`config.mk`:
```
export PLATFORM = sky130hd
export DESIGN_NAME = fp8_divider
export DESIGN_NICKNAME = d
export VERILOG_FILES = /design/src/rtl/fp8_divider.sv
export SDC_FILE = /design/constraint.sdc
export NUM_CORES = 1
export LEC_CHECK = 0
export CAP_MARGIN = 30
export CORE_MARGIN = 8
export CORE_UTILIZATION = 39
export CTS_BUF_LIST = sky130_fd_sc_hd__clkbuf_8
export DETAILED_ROUTE_END_ITERATION = 6
export HOLD_SLACK_MARGIN = 0.05
export PLACE_DENSITY = 0.59
export SLEW_MARGIN = 5
export SYNTH_ARGS = -nofsm -noshare
export SYNTH_HDL_FRONTEND = slang
export SYNTH_SLANG_ARGS = --single-unit
```
`constraint.sdc`:
```
create_clock -name clk -period 3.49 [get_ports clk]
set_clock_uncertainty 0.15 [all_clocks]
set_input_delay 0.5235 -clock clk [delete_from_list [all_inputs] [get_ports clk]]
set_output_delay 0.5235 -clock clk [all_outputs]
set_load 0.01 [all_outputs]
```
`src/rtl/fp8_divider.sv`:
```
// Sequential FP8 (1/4/3, bias 7) divider with a restoring mantissa core and start/done handshake.
// Define FP8_DIV_RNE_EN to round the quotient to nearest-even instead of truncating it.
module fp8_divider #(
    parameter int EXP_BIAS = 7
) (
    input  logic       clk,
    input  logic       rst_n,
    input  logic       start_div,
    input  logic [7:0] a,
    input  logic [7:0] b,
    output logic       busy,
    output logic       done_div,
    output logic [7:0] quotient,
    output logic       div_by_zero,
    output logic       invalid
);

    typedef enum logic [2:0] {
        S_IDLE,
        S_CHECK,
        S_DIV,
        S_NORM,
        S_DONE
    } state_t;

    localparam logic signed [6:0] BIAS7 = 7'(EXP_BIAS);

    state_t            state_q, state_d;
    logic [7:0]        a_q, a_d, b_q, b_d;
    logic [9:0]        rem_q, rem_d;
    logic [3:0]        div_q, div_d;
    logic [5:0]        q_q, q_d;
    logic [2:0]        cnt_q, cnt_d;
    logic signed [6:0] exp_q, exp_d;
    logic [7:0]        res_q, res_d;
    logic              res_dbz_q, res_dbz_d, res_inv_q, res_inv_d;
    logic              busy_q, busy_d, done_div_q, done_div_d;
    logic [7:0]        quotient_q, quotient_d;
    logic              div_by_zero_q, div_by_zero_d, invalid_q, invalid_d;

    logic              a_nan, a_inf, a_zero, b_nan, b_inf, b_zero, res_sign;
    logic [9:0]        trial;
    logic              fits;
    logic signed [6:0] e_norm, e_fin;
    logic [2:0]        mant_norm, mant_fin;
    logic [7:0]        norm_res;

    assign a_nan    = (a_q[6:3] == 4'hF) && (a_q[2:0] != 3'b000);
    assign a_inf    = (a_q[6:3] == 4'hF) && (a_q[2:0] == 3'b000);
    assign a_zero   = (a_q[6:3] == 4'h0);
    assign b_nan    = (b_q[6:3] == 4'hF) && (b_q[2:0] != 3'b000);
    assign b_inf    = (b_q[6:3] == 4'hF) && (b_q[2:0] == 3'b000);
    assign b_zero   = (b_q[6:3] == 4'h0);
    assign res_sign = a_q[7] ^ b_q[7];

    // The divisor is aligned to the current quotient bit weight, so the quotient can never exceed 6 bits.
    assign trial = {6'b000000, div_q} << cnt_q;
    assign fits  = (rem_q >= trial);

`ifdef FP8_DIV_RNE_EN
    logic       guard, sticky;
    logic [3:0] mant_rnd;
`endif

    // Normalise the 6-bit quotient, optionally round, then apply the overflow and flush limits.
    always_comb begin
        e_norm    = q_q[5] ? exp_q : exp_q - 7'sd1;
        mant_norm = q_q[5] ? q_q[4:2] : q_q[3:1];
`ifdef FP8_DIV_RNE_EN
        guard    = q_q[5] ? q_q[1] : q_q[0];
        sticky   = q_q[5] ? (q_q[0] | (rem_q != 10'd0)) : (rem_q != 10'd0);
        mant_rnd = {1'b0, mant_norm} + {3'b000, guard & (sticky | mant_norm[0])};
        if (mant_rnd[3]) begin
            mant_fin = 3'b000;
            e_fin    = e_norm + 7'sd1;
        end else begin
            mant_fin = mant_rnd[2:0];
            e_fin    = e_norm;
        end
`else
        mant_fin = mant_norm;
        e_fin    = e_norm;
`endif
        if (e_fin >= 7'sd15) begin
            norm_res = {res_sign, 7'b1111000};
        end else if (e_fin <= 7'sd0) begin
            norm_res = {res_sign, 7'b0000000};
        end else begin
            norm_res = {res_sign, e_fin[3:0], mant_fin};
        end
    end

    always_comb begin
        state_d       = state_q;
        a_d           = a_q;
        b_d           = b_q;
        rem_d         = rem_q;
        div_d         = div_q;
        q_d           = q_q;
        cnt_d         = cnt_q;
        exp_d         = exp_q;
        res_d         = res_q;
        res_dbz_d     = res_dbz_q;
        res_inv_d     = res_inv_q;
        quotient_d    = quotient_q;
        div_by_zero_d = div_by_zero_q;
        invalid_d     = invalid_q;
        done_div_d    = 1'b0;
        busy_d        = (state_q != S_IDLE) && (state_q != S_DONE);

        case (state_q)
            S_IDLE: begin
                if (start_div) begin
                    a_d           = a;
                    b_d           = b;
                    div_by_zero_d = 1'b0;
                    invalid_d     = 1'b0;
                    state_d       = S_CHECK;
                end
            end
            S_CHECK: begin
                res_dbz_d = 1'b0;
                res_inv_d = 1'b0;
                state_d   = S_DONE;
                if (a_nan || b_nan || (a_inf && b_inf) || (a_zero && b_zero)) begin
                    res_d     = 8'h7F;
                    res_inv_d = 1'b1;
                end else if (a_inf) begin
                    res_d = {res_sign, 7'b1111000};
                end else if (b_zero) begin
                    res_d     = {res_sign, 7'b1111000};
                    res_dbz_d = 1'b1;
                end else if (a_zero || b_inf) begin
                    res_d = {res_sign, 7'b0000000};
                end else begin
                    rem_d   = {1'b0, 1'b1, a_q[2:0], 5'b00000};
                    div_d   = {1'b1, b_q[2:0]};
                    q_d     = 6'd0;
                    cnt_d   = 3'd5;
                    exp_d   = $signed({3'b000, a_q[6:3]}) - $signed({3'b000, b_q[6:3]}) + BIAS7;
                    state_d = S_DIV;
                end
            end
            S_DIV: begin
                if (fits) begin
                    rem_d = rem_q - trial;
                end
                q_d = {q_q[4:0], fits};
                if (cnt_q == 3'd0) begin
                    state_d = S_NORM;
                end else begin
                    cnt_d = cnt_q - 3'd1;
                end
            end
            S_NORM: begin
                res_d   = norm_res;
                state_d = S_DONE;
            end
            S_DONE: begin
                quotient_d    = res_q;
                div_by_zero_d = res_dbz_q;
                invalid_d     = res_inv_q;
                done_div_d    = 1'b1;
                state_d       = S_IDLE;
            end
            default: state_d = S_IDLE;
        endcase
    end

    always_ff @(posedge clk) begin
        if (!rst_n) begin
            state_q       <= S_IDLE;
            a_q           <= 8'h00;
            b_q           <= 8'h00;
            rem_q         <= 10'd0;
            div_q         <= 4'd0;
            q_q           <= 6'd0;
            cnt_q         <= 3'd0;
            exp_q         <= 7'sd0;
            res_q         <= 8'h00;
            res_dbz_q     <= 1'b0;
            res_inv_q     <= 1'b0;
            busy_q        <= 1'b0;
            done_div_q    <= 1'b0;
            quotient_q    <= 8'h00;
            div_by_zero_q <= 1'b0;
            invalid_q     <= 1'b0;
        end else begin
            state_q       <= state_d;
            a_q           <= a_d;
            b_q           <= b_d;
            rem_q         <= rem_d;
            div_q         <= div_d;
            q_q           <= q_d;
            cnt_q         <= cnt_d;
            exp_q         <= exp_d;
            res_q         <= res_d;
            res_dbz_q     <= res_dbz_d;
            res_inv_q     <= res_inv_d;
            busy_q        <= busy_d;
            done_div_q    <= done_div_d;
            quotient_q    <= quotient_d;
            div_by_zero_q <= div_by_zero_d;
            invalid_q     <= invalid_d;
        end
    end

    assign busy        = busy_q;
    assign done_div    = done_div_q;
    assign quotient    = quotient_q;
    assign div_by_zero = div_by_zero_q;
    assign invalid     = invalid_q;

endmodule

```
==> results.json, run 1 <==
{
  "cts_buffers": 9,
  "worst_pin_slew_ns": 0.809,
  "p_sw_uw": 576,
  "port_buffers": 30,
  "final_common_cell": "nand2_1",
  "area_growth_pct": 16.5,
  "syn_area_um2": 3840,
  "period_minus_slack_ns": 3.10,
  "cts_root_buf": "clkbuf_8",
  "clk_latency_ns": 0.34,
  "synth_edf_count": 0,
  "cts.sinks": 70,
  "ant_nets": 0,
  "antenna_found_initial": 0,
  "critical_path_class": "reg -> reg",
  "synthCells": 495,
  "cts_max_level": 3,
  "hold_depth": 2,
  "pwr-share-clk": 0.375,
  "hpwl_mm": 6.91,
  "timing.hold.ws_ns": 0.301,
  "rsz0062_at_grt": "no",
  "die_area_um2": 13300,
  "min_path_type": "reg -> reg",
  "peakVddDrop_mv": 0.234,
  "pre_cts_slack_ns": 0.453,
  "overflow": 0,
  "fmax_ghz": 0.323,
  "num_rows": 36,
  "end_kind": "flop",
  "ff2ff_setup_slack_ns": 0.39,
  "nets": 554,
  "grt_pass1_vias": 3246,
  "ys.flop_type": "dfxtp_1",
  "min_from": "res_q[6]$_SDFFE_PN0P_",
  "final_max_slew_viol_count": 0,
  "r2r_start": "cnt_q[0]$_SDFFE_PN0P_",
  "grt.total_usage": 0.149,
  "drc": 0,
  "timing.final.hold_violations": 0,
  "num_antenna_cells": 0,
  "vias_per_cell": 5.34,
  "die_h_um": 115,
  "seqPwrFrac": 0.444,
  "synth_cell_types": 60,
  "period_share": 0.887,
  "firstDrtPassIters": 4,
  "ys_seq_area_frac": 0.365,
  "cp_max_fo": 8,
  "final_cell_mix": "94 x nand2_1, 70 x dfxtp_1, 57 x a21oi_1",
  "wire_per_inst_um": 14.5,
  "gp_congestion": 0.863,
  "synth_nets": 534,
  "totalWireLength_mm": 9.47,
  "setup_tns_ns": 0,
  "fill_cells": 960,
  "post_cts_buffers": 0,
  "drive_above_1_share": 0.0673,
  "grt_pass1_wl_mm": 16.0,
  "p_int_uw": 1390,
  "worst_slack_ns": 0.394,
  "rr_worst_depth": 9,
  "async_flop_share": 0,
  "power_density_nw_per_um2": 439,
  "min_to": "quotient[6]$_SDFFE_PN0P_",
  "via_count": 3489,
  "p_comb_frac": 0.182,
  "pin_count": 31,
  "clockBufferDepth": 2,
  "status": "complete, no violations",
  "drv_cap": 0,
  "start_util": 0.397,
  "synth.ff_latch_count": 70,
  "cts.clk_slew.worst_paths_ns": 0.08,
  "utilization": 0.462,
  "fp.dieW_um": 115,
  "arrival_ns": 3.19,
  "cts_tree": "yes",
  "cts_hold_buf": 0,
  "cp_data_required_time_ns": 3.58,
  "p_leak_uw": 0.00160,
  "switching_share": 0.293,
  "setup_viol": 0,
  "avgSynthCellArea_um2": 7.76,
  "fp.coreArea_um2": 9680,
  "worst_setup_path_start_kind": "flop",
  "drt_iter0_markers": 259,
  "max-slew-margin-rel": 0.459,
  "grt_max_degree": 39,
  "cts_resized": 0,
  "worstReg2RegEnd": "rem_q[9]$_SDFFE_PN0P_",
  "yosys_warnings": 0
}
-- metal layers --
metal	vias to the layer above	GRT usage	part of all wire
met3	9	0.0231	0.049
li1	1797	-	-
met4	0	0.0508	0.011
met2	67	0.235	0.45
met1	1616	0.201	0.49
met5	-	0	0
-- how the worst max path moves through the flow --
stage,from,endpoint,slack (ns),cells after the start
after floorplan,cnt_q[0]$_SDFFE_PN0P_,rem_q[9]$_SDFFE_PN0P_,0.59,10
after global routing,cnt_q[1]$_SDFFE_PN0P_,rem_q[9]$_SDFFE_PN0P_,0.15,10
after global placement,cnt_q[0]$_SDFFE_PN0P_,rem_q[9]$_SDFFE_PN0P_,0.56,9
final,cnt_q[0]$_SDFFE_PN0P_,rem_q[9]$_SDFFE_PN0P_,0.39,9
after CTS,cnt_q[0]$_SDFFE_PN0P_,rem_q[9]$_SDFFE_PN0P_,0.42,9
after detailed placement,cnt_q[0]$_SDFFE_PN0P_,rem_q[9]$_SDFFE_PN0P_,0.45,9
-- metrics by stage --
stage,total power [µW],cells,instance area (µm²)
2_1_floorplan,1140,495,3840
3_3_place_gp,1240,637,4250
3_5_place_dp,1240,637,4250
4_1_cts,1980,653,4480
5_1_grt,2060,653,4480
6_report,1960,653,4480
-- area by class of cell --
type	count	area (µm²)	area share
clock buffer	9	124	0.0277
clock inverter	7	97.6	0.0218
inverter	19	71.3	0.0159
multi-input combinational	377	2250	0.504
sequential	70	1400	0.313
tap	133	166	0.0372
timing repair buffer	38	360	0.0805
-- synth_stat cells, drive strengths merged (5+ instances only) --
library cell | number | area share
o31ai | 5 | 0.0098
and2 | 5 | 0.0081
o21a | 6 | 0.012
mux2i | 9 | 0.023
nor3 | 10 | 0.013
nor2 | 33 | 0.033
dfxtp | 70 | 0.36
inv | 19 | 0.019
nand3 | 16 | 0.021
o21ai | 22 | 0.030
a21oi | 57 | 0.074
a211oi | 6 | 0.012
nor2b | 8 | 0.013
buf | 6 | 0.0075
clkbuf | 23 | 0.022
nand2 | 94 | 0.092
nand4 | 6 | 0.0098
ha | 18 | 0.059
a31oi | 6 | 0.0098
-- worst max-delay path, cell delays in order (launching register included) --
cell      delay (ns)
dfxtp_1         0.47
mux2_2          0.40
nand3_1         0.10
o31a_1          0.17
ha_1            0.30
a211oi_1        0.33
nor2_1          0.13
or4b_1          0.53
and3_1          0.19
o41ai_1         0.22
-- flip-flops by register name (all words and copies together), names as in the netlist, 4 cells and up --
name      flops
exp_q         6
quotient      8
rem_q        10
a_q           8
res_q         8
div_q         4
b_q           8
q_q           6
-- power groups by stage --
stage / Combinational, µW / Clock [µW] / Sequential, µW
final: 357 / 736 / 871
after CTS: 358 / 753 / 871
after global routing: 402 / 781 / 878
after detailed placement: 355 / 0 / 890
after global placement: 347 / 0 / 889
after floorplan: 267 / 0 / 877
-- cell families after synthesis --
| logic type | Yosys count | synth area share |
|---|---|---|
| adder cells (fa/ha/maj) | 20 | 0.0690 |
| AO/OA/AOI/OAI | 136 | 0.225 |
| XOR/XNOR | 8 | 0.0182 |
| flip-flops | 70 | 0.365 |
| buffers and inverters | 48 | 0.0485 |
| AND/OR/NAND/NOR | 203 | 0.248 |
| multiplexers | 10 | 0.0264 |
No activity file was read; power rests on OpenSTA's default activity.
==> inputs of run 2 (changes only) <==
--- a/config.mk
+++ b/config.mk
@@ -10,7 +10,6 @@
 export CORE_UTILIZATION = 39
 export CTS_BUF_LIST = sky130_fd_sc_hd__clkbuf_8
 export DETAILED_ROUTE_END_ITERATION = 6
-export HOLD_SLACK_MARGIN = 0.05
 export PLACE_DENSITY = 0.59
 export SLEW_MARGIN = 5
 export SYNTH_ARGS = -nofsm -noshare
==> results of run 2 <==
Final layout, timing and power as in run 1 (identical DEF).
